--- config.mk ---
export PLATFORM = sky130hd
export DESIGN_NAME = systolic_ctrl
export DESIGN_NICKNAME = d
export VERILOG_FILES = /design/src/rtl/systolic_pkg.sv /design/src/rtl/systolic_drain_ctr.sv /design/src/rtl/systolic_ctrl.sv
export SDC_FILE = /design/constraint.sdc
export NUM_CORES = 1
export LEC_CHECK = 0
export BUFFER_PORTS_ARGS = -buffer_cell sky130_fd_sc_hd__buf_2
export CAP_MARGIN = 20
export CORE_MARGIN = 2
export CORE_UTILIZATION = 30
export CTS_CLUSTER_DIAMETER = 80
export DETAILED_ROUTE_END_ITERATION = 8
export PLACE_DENSITY = 0.46
export SLEW_MARGIN = 20
export SYNTH_ARGS = -nofsm -noshare
export SYNTH_HDL_FRONTEND = slang
export SYNTH_SLANG_ARGS = --single-unit
--- constraint.sdc ---
create_clock -name M_AXI_ACLK -period 2.3 [get_ports M_AXI_ACLK]
set_clock_uncertainty 0.2 [all_clocks]
set_input_delay 0.345 -clock M_AXI_ACLK [delete_from_list [all_inputs] [get_ports M_AXI_ACLK]]
set_output_delay 0.345 -clock M_AXI_ACLK [all_outputs]
set_load 0.05 [all_outputs]
--- src/rtl/systolic_pkg.sv ---
// Shared types, size limits and derived-parameter helpers for the systolic
// array sequencing controller and its write-data drain counter.
package systolic_pkg;

    localparam int SYS_ROW_DEF = 9;
    localparam int SYS_COL_DEF = 9;
    localparam int K_W_DEF     = 16;

    // write_index is 8 bits wide, so the array can hold at most 256 PE results.
    localparam int IDX_W     = 8;
    localparam int MAX_INDEX = (1 << IDX_W) - 1;

    typedef enum logic [2:0] {
        ST_IDLE,
        ST_CLEAR,
        ST_FEED,
        ST_FLUSH,
        ST_DRAIN,
        ST_DONE
    } state_t;

    // Zero-operand cycles needed to push the skewed wavefront out of the array.
    function automatic int flush_len(input int rows, input int cols);
        return rows + cols - 1;
    endfunction

    function automatic bit array_fits(input int rows, input int cols);
        return (rows >= 1) && (cols >= 1) && (rows * cols - 1 <= MAX_INDEX);
    endfunction

endpackage

--- src/rtl/systolic_drain_ctr.sv ---
// Write-data beat counter: walks the flat PE result index while enabled,
// holding index and wlast steady whenever the write channel stalls.
module systolic_drain_ctr
    import systolic_pkg::*;
#(
    parameter int TOTAL = SYS_ROW_DEF * SYS_COL_DEF
) (
    input  logic             clk,
    input  logic             rst_n,
    input  logic             en,
    input  logic             wready,
    output logic             wvalid,
    output logic             wlast,
    output logic             last_beat,
    output logic [IDX_W-1:0] index
);

    localparam logic [IDX_W-1:0] LAST_IDX = IDX_W'(TOTAL - 1);

    logic [IDX_W-1:0] wr_cnt_q;
    logic [IDX_W-1:0] wr_cnt_d;
    logic             at_last;

    always_comb begin
        at_last  = (wr_cnt_q == LAST_IDX);
        wr_cnt_d = wr_cnt_q;
        // Parked at zero whenever disabled so every drain starts at index 0.
        if (!en) begin
            wr_cnt_d = '0;
        end else if (wready) begin
            wr_cnt_d = at_last ? '0 : wr_cnt_q + IDX_W'(1);
        end
    end

    always_ff @(posedge clk) begin
        if (!rst_n) begin
            wr_cnt_q <= '0;
        end else begin
            wr_cnt_q <= wr_cnt_d;
        end
    end

    assign wvalid    = en;
    assign wlast     = en && at_last;
    assign last_beat = en && at_last && wready;
    assign index     = wr_cnt_q;

endmodule

--- src/rtl/systolic_ctrl.sv ---
// Tile sequencer for the systolic PE array: clear, operand feed, wavefront
// flush, then AXI write-data drain of every PE result.
module systolic_ctrl
    import systolic_pkg::*;
#(
    parameter int SYS_ROW   = SYS_ROW_DEF,
    parameter int SYS_COL   = SYS_COL_DEF,
    parameter int K_W       = K_W_DEF,
    parameter int FLUSH_LEN = flush_len(SYS_ROW, SYS_COL)
) (
    input  logic             M_AXI_ACLK,
    input  logic             M_AXI_ARESETN,
    input  logic             start,
    input  logic [K_W-1:0]   k_len,
    input  logic             op_valid,
    output logic             op_ready,
    output logic             pe_clear,
    output logic             pe_en,
    output logic             zero_feed,
    input  logic             M_AXI_WREADY,
    output logic             axi_wvalid,
    output logic [IDX_W-1:0] write_index,
    output logic             wlast,
    output logic             busy,
    output logic             done,
    output logic             cmd_err
);

    localparam int              FL_W       = $clog2(FLUSH_LEN + 1);
    localparam logic [FL_W-1:0] FLUSH_LAST = FL_W'(FLUSH_LEN - 1);

    if (!array_fits(SYS_ROW, SYS_COL)) begin : g_size_check
        $error("systolic_ctrl: SYS_ROW*SYS_COL must be between 1 and 256");
    end

    state_t          state_q, state_d;
    logic [K_W-1:0]  k_len_q, k_len_d;
    logic [K_W-1:0]  feed_cnt_q, feed_cnt_d;
    logic [FL_W-1:0] flush_cnt_q, flush_cnt_d;
    logic            cmd_err_q, cmd_err_d;
    logic            drain_en;
    logic            drain_last_beat;

    always_comb begin
        state_d     = state_q;
        k_len_d     = k_len_q;
        feed_cnt_d  = feed_cnt_q;
        flush_cnt_d = flush_cnt_q;
        cmd_err_d   = 1'b0;
        op_ready    = 1'b0;
        pe_clear    = 1'b0;
        pe_en       = 1'b0;
        zero_feed   = 1'b0;
        drain_en    = 1'b0;
        busy        = (state_q != ST_IDLE);
        done        = 1'b0;

        case (state_q)
            ST_IDLE: begin
                if (start) begin
                    if (k_len != '0) begin
                        k_len_d = k_len;
                        state_d = ST_CLEAR;
                    end else begin
                        cmd_err_d = 1'b1;
                    end
                end
            end
            ST_CLEAR: begin
                pe_clear    = 1'b1;
                feed_cnt_d  = '0;
                flush_cnt_d = '0;
                state_d     = ST_FEED;
            end
            ST_FEED: begin
                // The array advances only on an accepted beat; no bubble otherwise.
                op_ready = 1'b1;
                pe_en    = op_valid;
                if (op_valid) begin
                    feed_cnt_d = feed_cnt_q + K_W'(1);
                    if (feed_cnt_q == k_len_q - K_W'(1)) begin
                        state_d = ST_FLUSH;
                    end
                end
            end
            ST_FLUSH: begin
                pe_en     = 1'b1;
                zero_feed = 1'b1;
                if (flush_cnt_q == FLUSH_LAST) begin
                    flush_cnt_d = '0;
                    state_d     = ST_DRAIN;
                end else begin
                    flush_cnt_d = flush_cnt_q + FL_W'(1);
                end
            end
            ST_DRAIN: begin
                drain_en = 1'b1;
                if (drain_last_beat) begin
                    state_d = ST_DONE;
                end
            end
            ST_DONE: begin
                done    = 1'b1;
                state_d = ST_IDLE;
            end
            default: begin
                state_d = ST_IDLE;
            end
        endcase
    end

    always_ff @(posedge M_AXI_ACLK) begin
        if (!M_AXI_ARESETN) begin
            state_q     <= ST_IDLE;
            k_len_q     <= '0;
            feed_cnt_q  <= '0;
            flush_cnt_q <= '0;
            cmd_err_q   <= 1'b0;
        end else begin
            state_q     <= state_d;
            k_len_q     <= k_len_d;
            feed_cnt_q  <= feed_cnt_d;
            flush_cnt_q <= flush_cnt_d;
            cmd_err_q   <= cmd_err_d;
        end
    end

    assign cmd_err = cmd_err_q;

    systolic_drain_ctr #(
        .TOTAL(SYS_ROW * SYS_COL)
    ) u_drain (
        .clk      (M_AXI_ACLK),
        .rst_n    (M_AXI_ARESETN),
        .en       (drain_en),
        .wready   (M_AXI_WREADY),
        .wvalid   (axi_wvalid),
        .wlast    (wlast),
        .last_beat(drain_last_beat),
        .index    (write_index)
    );

endmodule

==> impl_table.tex <==
\begin{tabular}{lr}
\hline
Metric & Value \\
\hline
\multicolumn{2}{l}{\textbf{Critical path}} \\
Largest stage delay, worst path & 0.56 ns \\
Buffers \& Inverters on Critical Path & 0 \\
Worst setup path class & reg2reg \\
Startpoint type of the worst setup path & register \\
Largest driver fanout on the critical path & 3 \\
Cell chain of the critical path & or4\_4 -> or3\_4 -> nor4b\_4 -> xnor2\_1 -> nand4\_1 -> o32ai\_2 \\
Endpoint required time on the critical path & 2.33 ns \\
Worst Setup End Kind & register \\
Family with the most delay on the worst path & simple AND/OR/NAND/NOR gates \\
Cell with the largest stage delay on the worst path & sky130\_fd\_sc\_hd\_\_or4\_4 \\
Data arrival time of the critical path & 2.39 ns \\
\multicolumn{2}{l}{\textbf{Finish}} \\
Core occupancy in the finished layout & 39.5\% \\
Number of nets in the final layout & 432 \\
Ratio of cells with drive above 1 in the final layout & 27.1\% \\
Number of diodes added for antenna fixing & 0 \\
Post-route cell area & 3600 sq um \\
Area growth syn-to-layout & 29.1\% \\
\multicolumn{2}{l}{\textbf{Global route}} \\
Overall overflow remaining after global route & 0 \\
First-pass GRT wire length & 12500 microns \\
Number of global-route vias before repair & 2502 \\
GRT Total Usage & 15.6\% \\
Number of antenna violations at the first check in global routing & 0 \\
Pin count of the biggest net entering global routing & 18 \\
\multicolumn{2}{l}{\textbf{Place}} \\
Final estimated routing congestion in global placement & 0.787 \\
\# port buffers & 37 \\
Worst slack after detailed placement & -0.0689 ns \\
Detailed-placement wirelength estimate & 5700 microns \\
Instance area after placement & 3410 sq um \\
\multicolumn{2}{l}{\textbf{Die}} \\
Core ar. & 9110 sq um \\
Die X-Extent & 100 microns \\
Die Y & 100 microns \\
FP Rows & 35 \\
Area of the die & 10100 sq um \\
IO Count & 38 \\
Starting Density & 30.6\% \\
\multicolumn{2}{l}{\textbf{STA}} \\
Post-route worst setup slack & -0.0613 ns \\
Final Critical Period & 2.36 ns \\
Remaining max-slew budget at the tightest pin & 68.9\% \\
Worst slew pin tran & 0.466 ns \\
Top achievable clock speed & 423 MHz \\
Post-route fraction of the period consumed by the critical path & 103\% \\
Final number of hold-violating endpoints & 0 \\
RSZ-0062 raised after global routing & true \\
Final setup violating endpoints & 1 \\
Number of slew-limit violations in the final report & 0 \\
\multicolumn{2}{l}{\textbf{Yosys}} \\
Portion of synthesized cell area occupied by the leading cell type & 35.2\% \\
Top-count cell post-synth & sky130\_fd\_sc\_hd\_\_nor2\_1 \\
Average instance area after synthesis & 8.44 sq um \\
Async set-reset flop share out of synthesis & 0\% \\
Synth area leader & sky130\_fd\_sc\_hd\_\_dfxtp\_1 \\
Sequential element share of the synthesized area & 35.2\% \\
Total number of yosys warnings & 0 \\
Leading post-synthesis cells by cell area & sky130\_fd\_sc\_hd\_\_dfxtp\_1 (35\%), sky130\_fd\_sc\_hd\_\_xor2\_1 (8.2\%), sky130\_fd\_sc\_hd\_\_nor2\_1 (6.9\%) \\
Post-synth EDFFs & 0 \\
Cell area after synthesis & 2790 sq um \\
Number of distinct library cell variants in the gate-level netlist after synthesis & 54 \\
Synthesis-stage register bit count & 49 \\
Most frequent cells after synthesis & sky130\_fd\_sc\_hd\_\_nor2\_1 (51), sky130\_fd\_sc\_hd\_\_dfxtp\_1 (49), sky130\_fd\_sc\_hd\_\_xor2\_1 (26), sky130\_fd\_sc\_hd\_\_nand2\_1 (22), sky130\_fd\_sc\_hd\_\_mux2i\_1 (19) \\
Net Count, Synth & 357 \\
Cell count after synthesis & 330 \\
Ys flop type & sky130\_fd\_sc\_hd\_\_dfxtp\_1 \\
\multicolumn{2}{l}{\textbf{Clock tree}} \\
H-tree levels & 2 \\
CTS clk-pin slew, worst paths & 0.10 ns \\
Clock root buffer master & sky130\_fd\_sc\_hd\_\_clkbuf\_8 \\
Clock tree from TritonCTS & built \\
Worst-skew pair later-pin latency & 0.31 ns \\
TritonCTS Buffers & 5 \\
Maximum root-to-sink buffer count & 2 \\
CTS sink cnt & 49 \\
\multicolumn{2}{l}{\textbf{Job}} \\
Max Cap Violations & 0 \\
\multicolumn{2}{l}{\textbf{Drt}} \\
Residual DRC & 0 \\
Number of search-and-repair iterations in the first detailed-routing pass & 4 \\
Remaining antenna violation count after routing & 0 \\
Wire length per cell after detailed routing & 14.4 microns \\
Violation count after the first detailed-routing iteration & 103 \\
Drt total wl & 7440 microns \\
Routed via count divided by cell count & 4.97 \\
Total via count after detailed routing & 2572 \\
\multicolumn{2}{l}{\textbf{Pwr}} \\
Internal Dissipation & 1400 uW \\
Pleak & 0.00156 uW \\
Net switching fraction of the power & 32.3\% \\
Maximum ir drop on the vdd rail & 0.000223 V \\
Proportion of power drawn by flip-flops and latches & 44.5\% \\
Design Power & 2060 uW \\
Total power per unit cell area & 574 nW/um\^{}2 \\
Net Sw Power & 667 uW \\
Combinational group share of total power & 29.5\% \\
Clock network fraction of design power & 26.0\% \\
\multicolumn{2}{l}{\textbf{Status}} \\
Violations in the final reports & negative setup slack \\
Result of the run & complete, but fails checks \\
\multicolumn{2}{l}{\textbf{Worst hold path}} \\
Min-delay worst type & in2reg \\
\hline
\end{tabular}
==> repair_timing <==
action                     CTS  global route
gates resized for setup      7             2
pin swaps                    8             1
hold buffers                 0             0
buffers inserted             6             0
hold endpoints to repair     0             0
setup endpoints to repair    1             3
==> sequential cells by signal, indices dropped and copies added, names as in the netlist <==
name and flops:
feed_cnt_q 16, k_len_q 16, u_drain.index 8, flush_cnt_q 5
state_q 3, cmd_err 1
==> metal layers <==
metal / part of all wire (%) / vias up / track usage (%)
li1: - / 1309 / -
met1: 47 / 1218 / 20.7
met2: 49 / 36 / 26.6
met3: 2.3 / 9 / 2.16
met4: 1.4 / 0 / 4.43
met5: 0 / - / 0
==> cells in the final DEF (no fill, tap or decap), types with 3 or more instances in the layout <==
cell,Yosys,routed
sky130_fd_sc_hd__a21oi_1,11,11
sky130_fd_sc_hd__ha_1,6,5
sky130_fd_sc_hd__nor4_1,5,5
sky130_fd_sc_hd__clkbuf_8,0,5
sky130_fd_sc_hd__or3_1,4,3
sky130_fd_sc_hd__buf_4,1,39
sky130_fd_sc_hd__nand3_1,10,10
sky130_fd_sc_hd__buf_12,0,3
sky130_fd_sc_hd__nor2b_1,6,5
sky130_fd_sc_hd__nor2_1,51,51
sky130_fd_sc_hd__nor3_1,6,6
sky130_fd_sc_hd__and3_1,5,5
sky130_fd_sc_hd__inv_1,13,11
sky130_fd_sc_hd__nand2b_1,7,7
sky130_fd_sc_hd__a211oi_1,4,4
sky130_fd_sc_hd__nand4_1,9,9
sky130_fd_sc_hd__and4_1,4,4
sky130_fd_sc_hd__xor2_1,26,26
sky130_fd_sc_hd__dfxtp_1,49,45
sky130_fd_sc_hd__buf_2,1,37
sky130_fd_sc_hd__o21ai_0,10,10
sky130_fd_sc_hd__mux2i_1,19,19
sky130_fd_sc_hd__xnor2_1,13,12
sky130_fd_sc_hd__nand2_1,22,22
==> worst reg2reg max path, delay by kind of cell (launching register included) <==
kind	cells	cell delay, ns
xor gates and xnor gates	1	0.14
DFF	1	0.33
and+or+nand+nor	4	1.34
AOI/OAI and AO/OA	1	0.27
==> area by class of cell <==
cell class,instances,area (sq um)
well taps,111,139
fillers,949,5510
flip-flops and latches,49,991
clock buffers,6,72.6
clock inverters,2,13.8
inverters,13,48.8
repair buffers,81,561
multi-input cells,255,1770
==> worst paths after layout <==
kind / start / endpoint / slack (ns) / depth (start not counted)
setup / recovery: k_len_q[10] / state_q[0] / -0.06 / 6
hold / removal: k_len[8] / k_len_q[8] / 0.09 / 3
setup reg to reg: k_len_q[10] / state_q[0] / -0.06 / 6
hold reg to reg: flush_cnt_q[4] / flush_cnt_q[4] / 0.25 / 1
==> power groups by stage <==
| stage | registers, uW | logic (uW) | clock network [uW] |
|---|---|---|---|
| 2_1_floorplan | 931 | 360 | 0 |
| 3_3_place_gp | 937 | 559 | 0 |
| 3_5_place_dp | 937 | 564 | 0 |
| 4_1_cts | 919 | 603 | 565 |
| 5_1_grt | 924 | 662 | 594 |
| 6_report | 919 | 609 | 536 |
==> cells by family (layout without fill, tap and decap cells) <==
| family | Yosys count | in the layout | share of synthesized area, % |
|---|---|---|---|
| adder cells (fa/ha/maj) | 6 | 6 | 2.69 |
| multiplexers | 19 | 19 | 6.83 |
| AND/OR/NAND/NOR | 146 | 146 | 28.2 |
| AO/OA/AOI/OAI | 45 | 45 | 11.1 |
| XOR/XNOR | 39 | 39 | 12.3 |
| buffers and inverters | 26 | 102 | 3.68 |
| flip-flops | 49 | 49 | 35.2 |
==> per-stage QoR <==
stage | cells | hold WS (ns) | setup TNS (ns)
6_report | 517 | 0.0867 | -0.0613
5_1_grt | 517 | 0.0882 | -0.150
4_1_cts | 517 | 0.0796 | -0.0556
3_5_place_dp | 503 | 0.243 | -0.0689
3_3_place_gp | 503 | 0.234 | -0.0307
2_1_floorplan | 330 | 0.213 | -0.0227
Note: power is estimated with default switching activity, not from simulation.
